===== src/rtl/id_stage_pipe.sv =====
// id_stage_pipe
//   Instruction-decode stage for a 5-stage MIPS pipeline. It splits the
//   fetched instruction into fields, reads rs/rt from an internal register
//   file written by writeback, and extends the immediate by opcode class.
//   All results land in a single ID/EX register with valid/stall/flush control.
//
// Optional feature macro: ID_BYPASS_EN
//   defined   : same-cycle writeback is forwarded into the captured operands,
//               and a writeback that matches a held (stalled) entry refreshes
//               its operand.
//   undefined : reads return the pre-write value; held operands never change.
//
// Ports
//   clk, rst_n            clock, asynchronous active-low reset
//   in_valid              current_inst is a real instruction
//   current_inst[31:0]    instruction from IF/ID
//   stall, flush          hold / squash the ID/EX register (flush wins)
//   we, wb_addr, wb_data  register-file write port (writeback)
//   out_valid             ID/EX entry valid
//   out_opcode/rs/rt/rd/funct/shamt   decoded fields
//   output_data_1/2       rs / rt operands
//   ex_data               extended immediate

module id_stage_pipe #(
    parameter int REG_NUM  = 32,
    parameter int ADDR_W   = 5,
    parameter int ZERO_REG = 1
) (
    input  logic              clk,
    input  logic              rst_n,
    input  logic              in_valid,
    input  logic [31:0]       current_inst,
    input  logic              stall,
    input  logic              flush,
    input  logic              we,
    input  logic [ADDR_W-1:0] wb_addr,
    input  logic [31:0]       wb_data,
    output logic              out_valid,
    output logic [5:0]        out_opcode,
    output logic [ADDR_W-1:0] out_rs,
    output logic [ADDR_W-1:0] out_rt,
    output logic [ADDR_W-1:0] out_rd,
    output logic [5:0]        out_funct,
    output logic [4:0]        out_shamt,
    output logic [31:0]       output_data_1,
    output logic [31:0]       output_data_2,
    output logic [31:0]       ex_data
);

    localparam logic [5:0] OP_J    = 6'h02;
    localparam logic [5:0] OP_JAL  = 6'h03;
    localparam logic [5:0] OP_ANDI = 6'h0C;
    localparam logic [5:0] OP_ORI  = 6'h0D;
    localparam logic [5:0] OP_XORI = 6'h0E;
    localparam logic [5:0] OP_LUI  = 6'h0F;

    typedef struct packed {
        logic              valid;
        logic [5:0]        opcode;
        logic [ADDR_W-1:0] rs;
        logic [ADDR_W-1:0] rt;
        logic [ADDR_W-1:0] rd;
        logic [5:0]        funct;
        logic [4:0]        shamt;
        logic [31:0]       d1;
        logic [31:0]       d2;
        logic [31:0]       ex;
    } idex_t;

    // ------------------------------------------------------------------
    // Field split (register fields use the low ADDR_W bits of each slot)
    // ------------------------------------------------------------------
    logic [5:0]        opcode;
    logic [ADDR_W-1:0] rs_a;
    logic [ADDR_W-1:0] rt_a;
    logic [ADDR_W-1:0] rd_a;

    assign opcode = current_inst[31:26];
    assign rs_a   = current_inst[21 +: ADDR_W];
    assign rt_a   = current_inst[16 +: ADDR_W];
    assign rd_a   = current_inst[11 +: ADDR_W];

    // ------------------------------------------------------------------
    // Register file
    // ------------------------------------------------------------------
    logic [31:0] rf [REG_NUM];
    logic        wr_hit;

    // A write to a hardwired-zero r0 is dropped here, so every consumer
    // (array, write-through, stall refresh) sees the same qualified enable.
    assign wr_hit = we && !((ZERO_REG != 0) && (wb_addr == '0));

    always_ff @(posedge clk or negedge rst_n) begin
        if (!rst_n) begin
            for (int i = 0; i < REG_NUM; i++) rf[i] <= '0;
        end else if (wr_hit) begin
            rf[wb_addr] <= wb_data;
        end
    end

    logic [31:0] op_1;
    logic [31:0] op_2;

`ifdef ID_BYPASS_EN
    assign op_1 = (wr_hit && (wb_addr == rs_a)) ? wb_data : rf[rs_a];
    assign op_2 = (wr_hit && (wb_addr == rt_a)) ? wb_data : rf[rt_a];
`else
    assign op_1 = rf[rs_a];
    assign op_2 = rf[rt_a];
`endif

    // ------------------------------------------------------------------
    // Immediate extender
    // ------------------------------------------------------------------
    logic [31:0] ext;

    always_comb begin
        ext = {{16{current_inst[15]}}, current_inst[15:0]};
        case (opcode)
            OP_J, OP_JAL:             ext = {6'h0, current_inst[25:0]};
            OP_ANDI, OP_ORI, OP_XORI: ext = {16'h0, current_inst[15:0]};
            OP_LUI:                   ext = {current_inst[15:0], 16'h0};
            default:                  ;
        endcase
    end

    // ------------------------------------------------------------------
    // ID/EX register: flush > stall > load
    // ------------------------------------------------------------------
    idex_t nxt;
    idex_t q;

    always_comb begin
        nxt        = '0;
        nxt.valid  = in_valid;
        nxt.opcode = opcode;
        nxt.rs     = rs_a;
        nxt.rt     = rt_a;
        nxt.rd     = rd_a;
        nxt.funct  = current_inst[5:0];
        nxt.shamt  = current_inst[10:6];
        nxt.d1     = op_1;
        nxt.d2     = op_2;
        nxt.ex     = ext;
    end

    always_ff @(posedge clk or negedge rst_n) begin
        if (!rst_n) begin
            q <= '0;
        end else if (flush) begin
            q <= '0;
        end else if (stall) begin
`ifdef ID_BYPASS_EN
            // Keep a held entry coherent with writeback so it never
            // leaves the stall carrying a stale operand.
            if (wr_hit && (wb_addr == q.rs)) q.d1 <= wb_data;
            if (wr_hit && (wb_addr == q.rt)) q.d2 <= wb_data;
`endif
        end else begin
            q <= nxt;
        end
    end

    assign out_valid     = q.valid;
    assign out_opcode    = q.opcode;
    assign out_rs        = q.rs;
    assign out_rt        = q.rt;
    assign out_rd        = q.rd;
    assign out_funct     = q.funct;
    assign out_shamt     = q.shamt;
    assign output_data_1 = q.d1;
    assign output_data_2 = q.d2;
    assign ex_data       = q.ex;

endmodule


===== config.mk =====
export PLATFORM = sky130hd
export DESIGN_NAME = id_stage_pipe
export DESIGN_NICKNAME = d
export VERILOG_FILES = /design/src/rtl/id_stage_pipe.sv
export SDC_FILE = /design/constraint.sdc
export NUM_CORES = 2
export LEC_CHECK = 0
export CAP_MARGIN = 20
export CELL_PAD_IN_SITES_DETAIL_PLACEMENT = 1
export CELL_PAD_IN_SITES_GLOBAL_PLACEMENT = 2
export CORE_ASPECT_RATIO = 0.7
export CORE_MARGIN = 2
export CORE_UTILIZATION = 45
export DETAILED_ROUTE_END_ITERATION = 8
export PLACE_DENSITY = 0.79
export SLEW_MARGIN = 0
export SYNTH_ARGS = -nofsm -noshare
export SYNTH_HDL_FRONTEND = slang
export SYNTH_SLANG_ARGS = --single-unit
export TNS_END_PERCENT = 5

===== constraint.sdc =====
create_clock -name clk -period 1.65 [get_ports clk]
set_input_delay 0.33 -clock clk [delete_from_list [all_inputs] [get_ports clk]]
set_output_delay 0.33 -clock clk [all_outputs]
set_load 0.005 [all_outputs]

Yosys cells after proc, flatten, opt, wreduce, memory -nomap -nowiden
Index checks and enable logic that the tools add are counted.

cells by class
  order comparisons = 4
  equality and inequality tests = 7
  mux-type cells = 12
  bitwise operators = 3
  reductions and logical operators = 6

operators by type and width
  kind                  number
  $bwmux W1024          1
  $bmux W32 S5          2
  $mux W129             2
  $demux W32 S5         1
  $mux W32              5
  $pmux W32 S3          1
  $eq A6 B4 Y1 const B  4
  $ge A6 B6 Y1 const B  3
  $not A5 Y6            3
  $eq A6 B2 Y1 const B  2
  $lt A6 B1 Y1 const B  1
  $logic_not A5 Y1      1
  $reduce_or A3 Y1      1
  $logic_and A1 B1 Y1   2
  $ne A2 B1 Y1 const B  1
  $reduce_or A2 Y1      1
  $logic_not A1 Y1      1

storage, ports and cells
  flip-flop bits (word level) = 1153

Longest topological paths before layout
  word-level depth = 6
  mapped depth = 9

Worst setup path after synthesis
No wires, ideal clock.

  path type = input port to flip-flop
  start = input port current_inst[16]
  end = register q (netlist bit output_data_2[11])
  data arrival time = 1.803 ns
  data required time = 1.517 ns
  setup slack = -0.286 ns
  stages = 7
  path buffers = 3
  cells stage by stage = buf_2 -> buf_2 -> buf_4 -> mux4_2 -> a22oi_1 -> a21oi_1 -> nand4b_1

on the way
  cells in the longest elaborated chain, start to end = 6

ends and longest elaborated chain
  what                                         line  text
  start, declared                              32    input logic [31:0] current_inst,
  $not A5 Y6 (not written as such)             109   assign op_2 = rf[rt_a];
  $bmux W32 S5                                 109
  $mux W32 (not written as such) (2 in a row)  109
  $mux W129                                    152   end else if (stall) begin
  $mux W129                                    150   end else if (flush) begin
  end signal, assigned                         160   q <= nxt;
  end, declared                                131   idex_t q;

No other way between the ends. The select of a mux whose other input is x is not followed.
A chain may end at the register's enable or synchronous reset.

Worst setup path in the final report
  start = register q (netlist bit output_data_1[21])
  end = output port output_data_1[21]

RTL lines
  what           line  text
  end, declared  45    output logic [31:0] output_data_1,

No word-level cell between the ends.

==> summary.txt <==
Post-synthesis adder-cell area fraction: 0
Highest-delay cell along the critical path: dfrtp_2
Slew @ Worst Pin: 643 ps
Tightest Hold Check Type: input pin to asynchronous set/reset pin
Die area: 134000 um2
Die Ht: 307 um
Antenna Violating Nets Remaining: 0
H-Tree Depth: 3
Syn nets: 4470
Ys async rst share: 1.00
Setup Crit Path Kind: flip-flop to output pin
CP peak stage delay: 480 ps
Port Buf Inserts: 203
Max IR drop VDD: 851 uV
Post-Syn Area: 59100 um2
Buf/Inv on CP: 1
Post-Synth Simple-Gate Area: 0.0441
Placed cell count: 6452
Fin. Hold Viols: 0
Status: finished, violations left
Primary FF master, synth: dfrtp_1
Vias per inst: 6.44
Remaining global-route overflow: 0
Metal3 WL: 16.6 mm
Worst-Skew Late Latency: 750 ps
Area growth syn-to-layout: 23.4%
Fmax: 588 MHz
GRT Total Usage: 0.333
Crit. Startpoint: output_data_1[21]
Netlist cell types: 42
Overall power: 82.0 mW
R2R Setup Slk: -40 ps
Setup crit end kind: output pin
DRT Pass-1 Iters: 5
Post-Synth XOR/XNOR Area: 0
Antenna Cells: 0
Critical path startpoint category: flip-flop
Cell Pwr Density: 1130 nW/um2
Vias: 43086
Leakage: 33.1 nW
Syn Area/Cell: 13.4 um2
CP Depth: 1
WL met1: 97.6 mm
First-pass GRT wire length: 329 mm
RePlAce Congestion: 0.869
Largest net degree at the start of global routing: 61
NumNets Final: 4924
Worst Path Max Fanout: 2
Fin area: 72900 um2
R2r worst-path depth: 5
Initial core utilization: 0.453
Routed wl met2: 101 mm
Slew margin rel.: 0.570
Largest family of logic cells by synthesized area: multiplexers
Sink Count: 1153
Worst Setup EP: output_data_1[21]
Register area share after synthesis: 0.488
Routed WL: 224 mm
Final Skew: 28.6 ps
Final period util: 1.03
CTS tree: done
I/O pins: 204
Post-Layout Cell Count: 6694
YS warnings: 0
Layout cells sized above 1: 0.461
Number of global-route vias before repair: 45482
Worst EP arrival: 1370 ps
# setup viols final: 26
Antenna violations before repair: 5
Compound-Gate Fraction of Synth Area: 0.0542
Final slew viol count: 0
Layout Utilization: 0.558
DP Wirelength: 150 mm
DP Area: 69100 um2
Max_cap viols: 0
Crit path time final: 1700 ps
EDFF count, synth: 0
Capturing point of the worst reg2reg path: output_data_2[14]
Family with the most delay on the worst path: flip-flops
Failing checks: setup timing
CTS buffer count: 117
Longest Clk Path Bufs: 3
Crit-path cells: buf_6
Post-Syn Instances: 4395
Root buffer cell: clkbuf_16
CP required: 1320 ps
Die width: 437 um
Worst-path clk slew: 60 ps
RSZ-0062 raised after global routing: yes
Highest metal used: met5
Core region area: 131000 um2
DRC Markers: 0
Mux share of post-synthesis cell area: 0.378
Yosys reg bits: 1153
Routed length per placed instance: 33.5 um
Reg2reg start: rf[526]
Row count: 111
Starting DRT DRC Count: 3994
Post-route setup slack: -50.8 ps
Yosys cell counts, types with 2 or more instances:
cell type / n / area share
nand2_1: 239 / 0.015
o21ai_0: 5 / 0.00042
a22oi_1: 288 / 0.037
nor4_1: 2 / 0.00021
clkbuf_1: 258 / 0.016
a21o_1: 10 / 0.0013
nand3_1: 82 / 0.0069
or4b_2: 2 / 0.00034
nor3_1: 4 / 0.00034
dfrtp_1: 1153 / 0.49
o21ai_1: 10 / 0.00085
nand2b_1: 4 / 0.00042
buf_2: 101 / 0.0086
nor2b_1: 10 / 0.0011
nor2_1: 53 / 0.0034
mux4_2: 256 / 0.098
a211o_1: 2 / 0.00030
buf_4: 44 / 0.0056
buf_1: 61 / 0.0039
a21oi_1: 111 / 0.0094
a32oi_1: 10 / 0.0015
nand4b_1: 54 / 0.0080
nor3b_1: 6 / 0.00076
mux2_2: 992 / 0.19
inv_1: 2 / 0.00013
a221oi_1: 11 / 0.0016
buf_6: 3 / 0.00057
mux2i_1: 540 / 0.091
a22o_1: 14 / 0.0021
nand4_1: 48 / 0.0051
or3_1: 2 / 0.00021
and2_1: 4 / 0.00042
nand3b_1: 5 / 0.00064
layer usage:
layer / vias to the layer above / track usage
li1: 17471 / -
met1: 23338 / 0.475
met5: - / 0
met3: 436 / 0.0641
met2: 1839 / 0.511
met4: 2 / 0.112
area by class of cell:
| type | count | area, um2 |
|---|---|---|
| multi-input combinational | 2773 | 28700 |
| inverter | 2 | 7.51 |
| clock inverter | 35 | 467 |
| tap | 1751 | 2190 |
| clock buffer | 178 | 3510 |
| sequential | 1153 | 28900 |
| timing repair buffer | 802 | 9130 |
| fill | 12514 | 57700 |
state kept, by name, summed over array words and instances, names as in the netlist, 6 cells and up:
register and flops:
rf 1024, out_funct 6, ex_data 32, output_data_2 32
output_data_1 32, out_opcode 6
cell usage in the layout, fill, tap and decap left out, types with 22 or more instances in the layout:
cell type	n
clkbuf_2	53
clkdlybuf4s50_1	67
nand4_1	48
nand4b_1	54
clkbuf_16	120
mux2i_1	540
mux4_2	256
a22oi_2	27
nor2_4	22
buf_4	343
nand3_1	82
clkbuf_8	29
buf_2	66
nor2_1	30
buf_12	252
dfrtp_1	1136
clkbuf_1	29
a22oi_1	261
a21oi_1	107
nand2_1	224
mux2_2	992
logic make-up (layout without fill, tap and decap cells):
group / Yosys count / count (layout)
buf+inv: 469 / 1017
compound gates: 462 / 462
flops: 1153 / 1153
mux: 1788 / 1788
simple gates: 523 / 523
worst min path at each step:
| stage | startpoint | to | slack (ps) | cells after the start |
|---|---|---|---|---|
| after floorplan | rst_n | ex_data[0] | 30 | 0 |
| after global placement | rst_n | out_valid | 240 | 1 |
| after detailed placement | rst_n | out_valid | 240 | 1 |
| after CTS | stall | ex_data[14] | 30 | 4 |
| after global routing | rst_n | out_valid | 60 | 2 |
| final | rst_n | out_valid | 70 | 2 |
worst reg2reg max path, delay by kind of cell, from the launching register on:
kind,cells,cell delay (ps)
simple gates,1,200
compound gates,2,290
flops,1,400
mux,1,520
buf+inv,1,140
report_power, final:
| part | internal, mW | total, mW | switching (mW) | leakage [nW] |
|---|---|---|---|---|
| sequential | 33.3 | 37.6 | 4.36 | 14.8 |
| combinational | 9.26 | 16.3 | 7.00 | 16.3 |
| clock | 16.2 | 28.1 | 12.0 | 1.96 |
| total | 58.7 | 82.0 | 23.3 | 33.1 |
timing repair:
action	in CTS	in global routing
setup endpoints to repair	382	143
endpoints found under the hold margin	295	0
buffers inserted	24	3
gates cloned	0	0
hold buffers	2	0
pin swaps	4	3
resized for setup	452	83
per-stage QoR:
step                worst slack (ps)  setup TNS (ps)  hold slack [ps]
floorplan                      -74.1          -12190             34.4
global placement               -1150         -761340              241
detailed placement              -990         -746380              239
CTS                             -137           -4990             29.2
global route                   -73.7           -1160             64.2
finish                         -50.8            -418             68.6
Note: power is estimated with default switching activity, not from simulation.
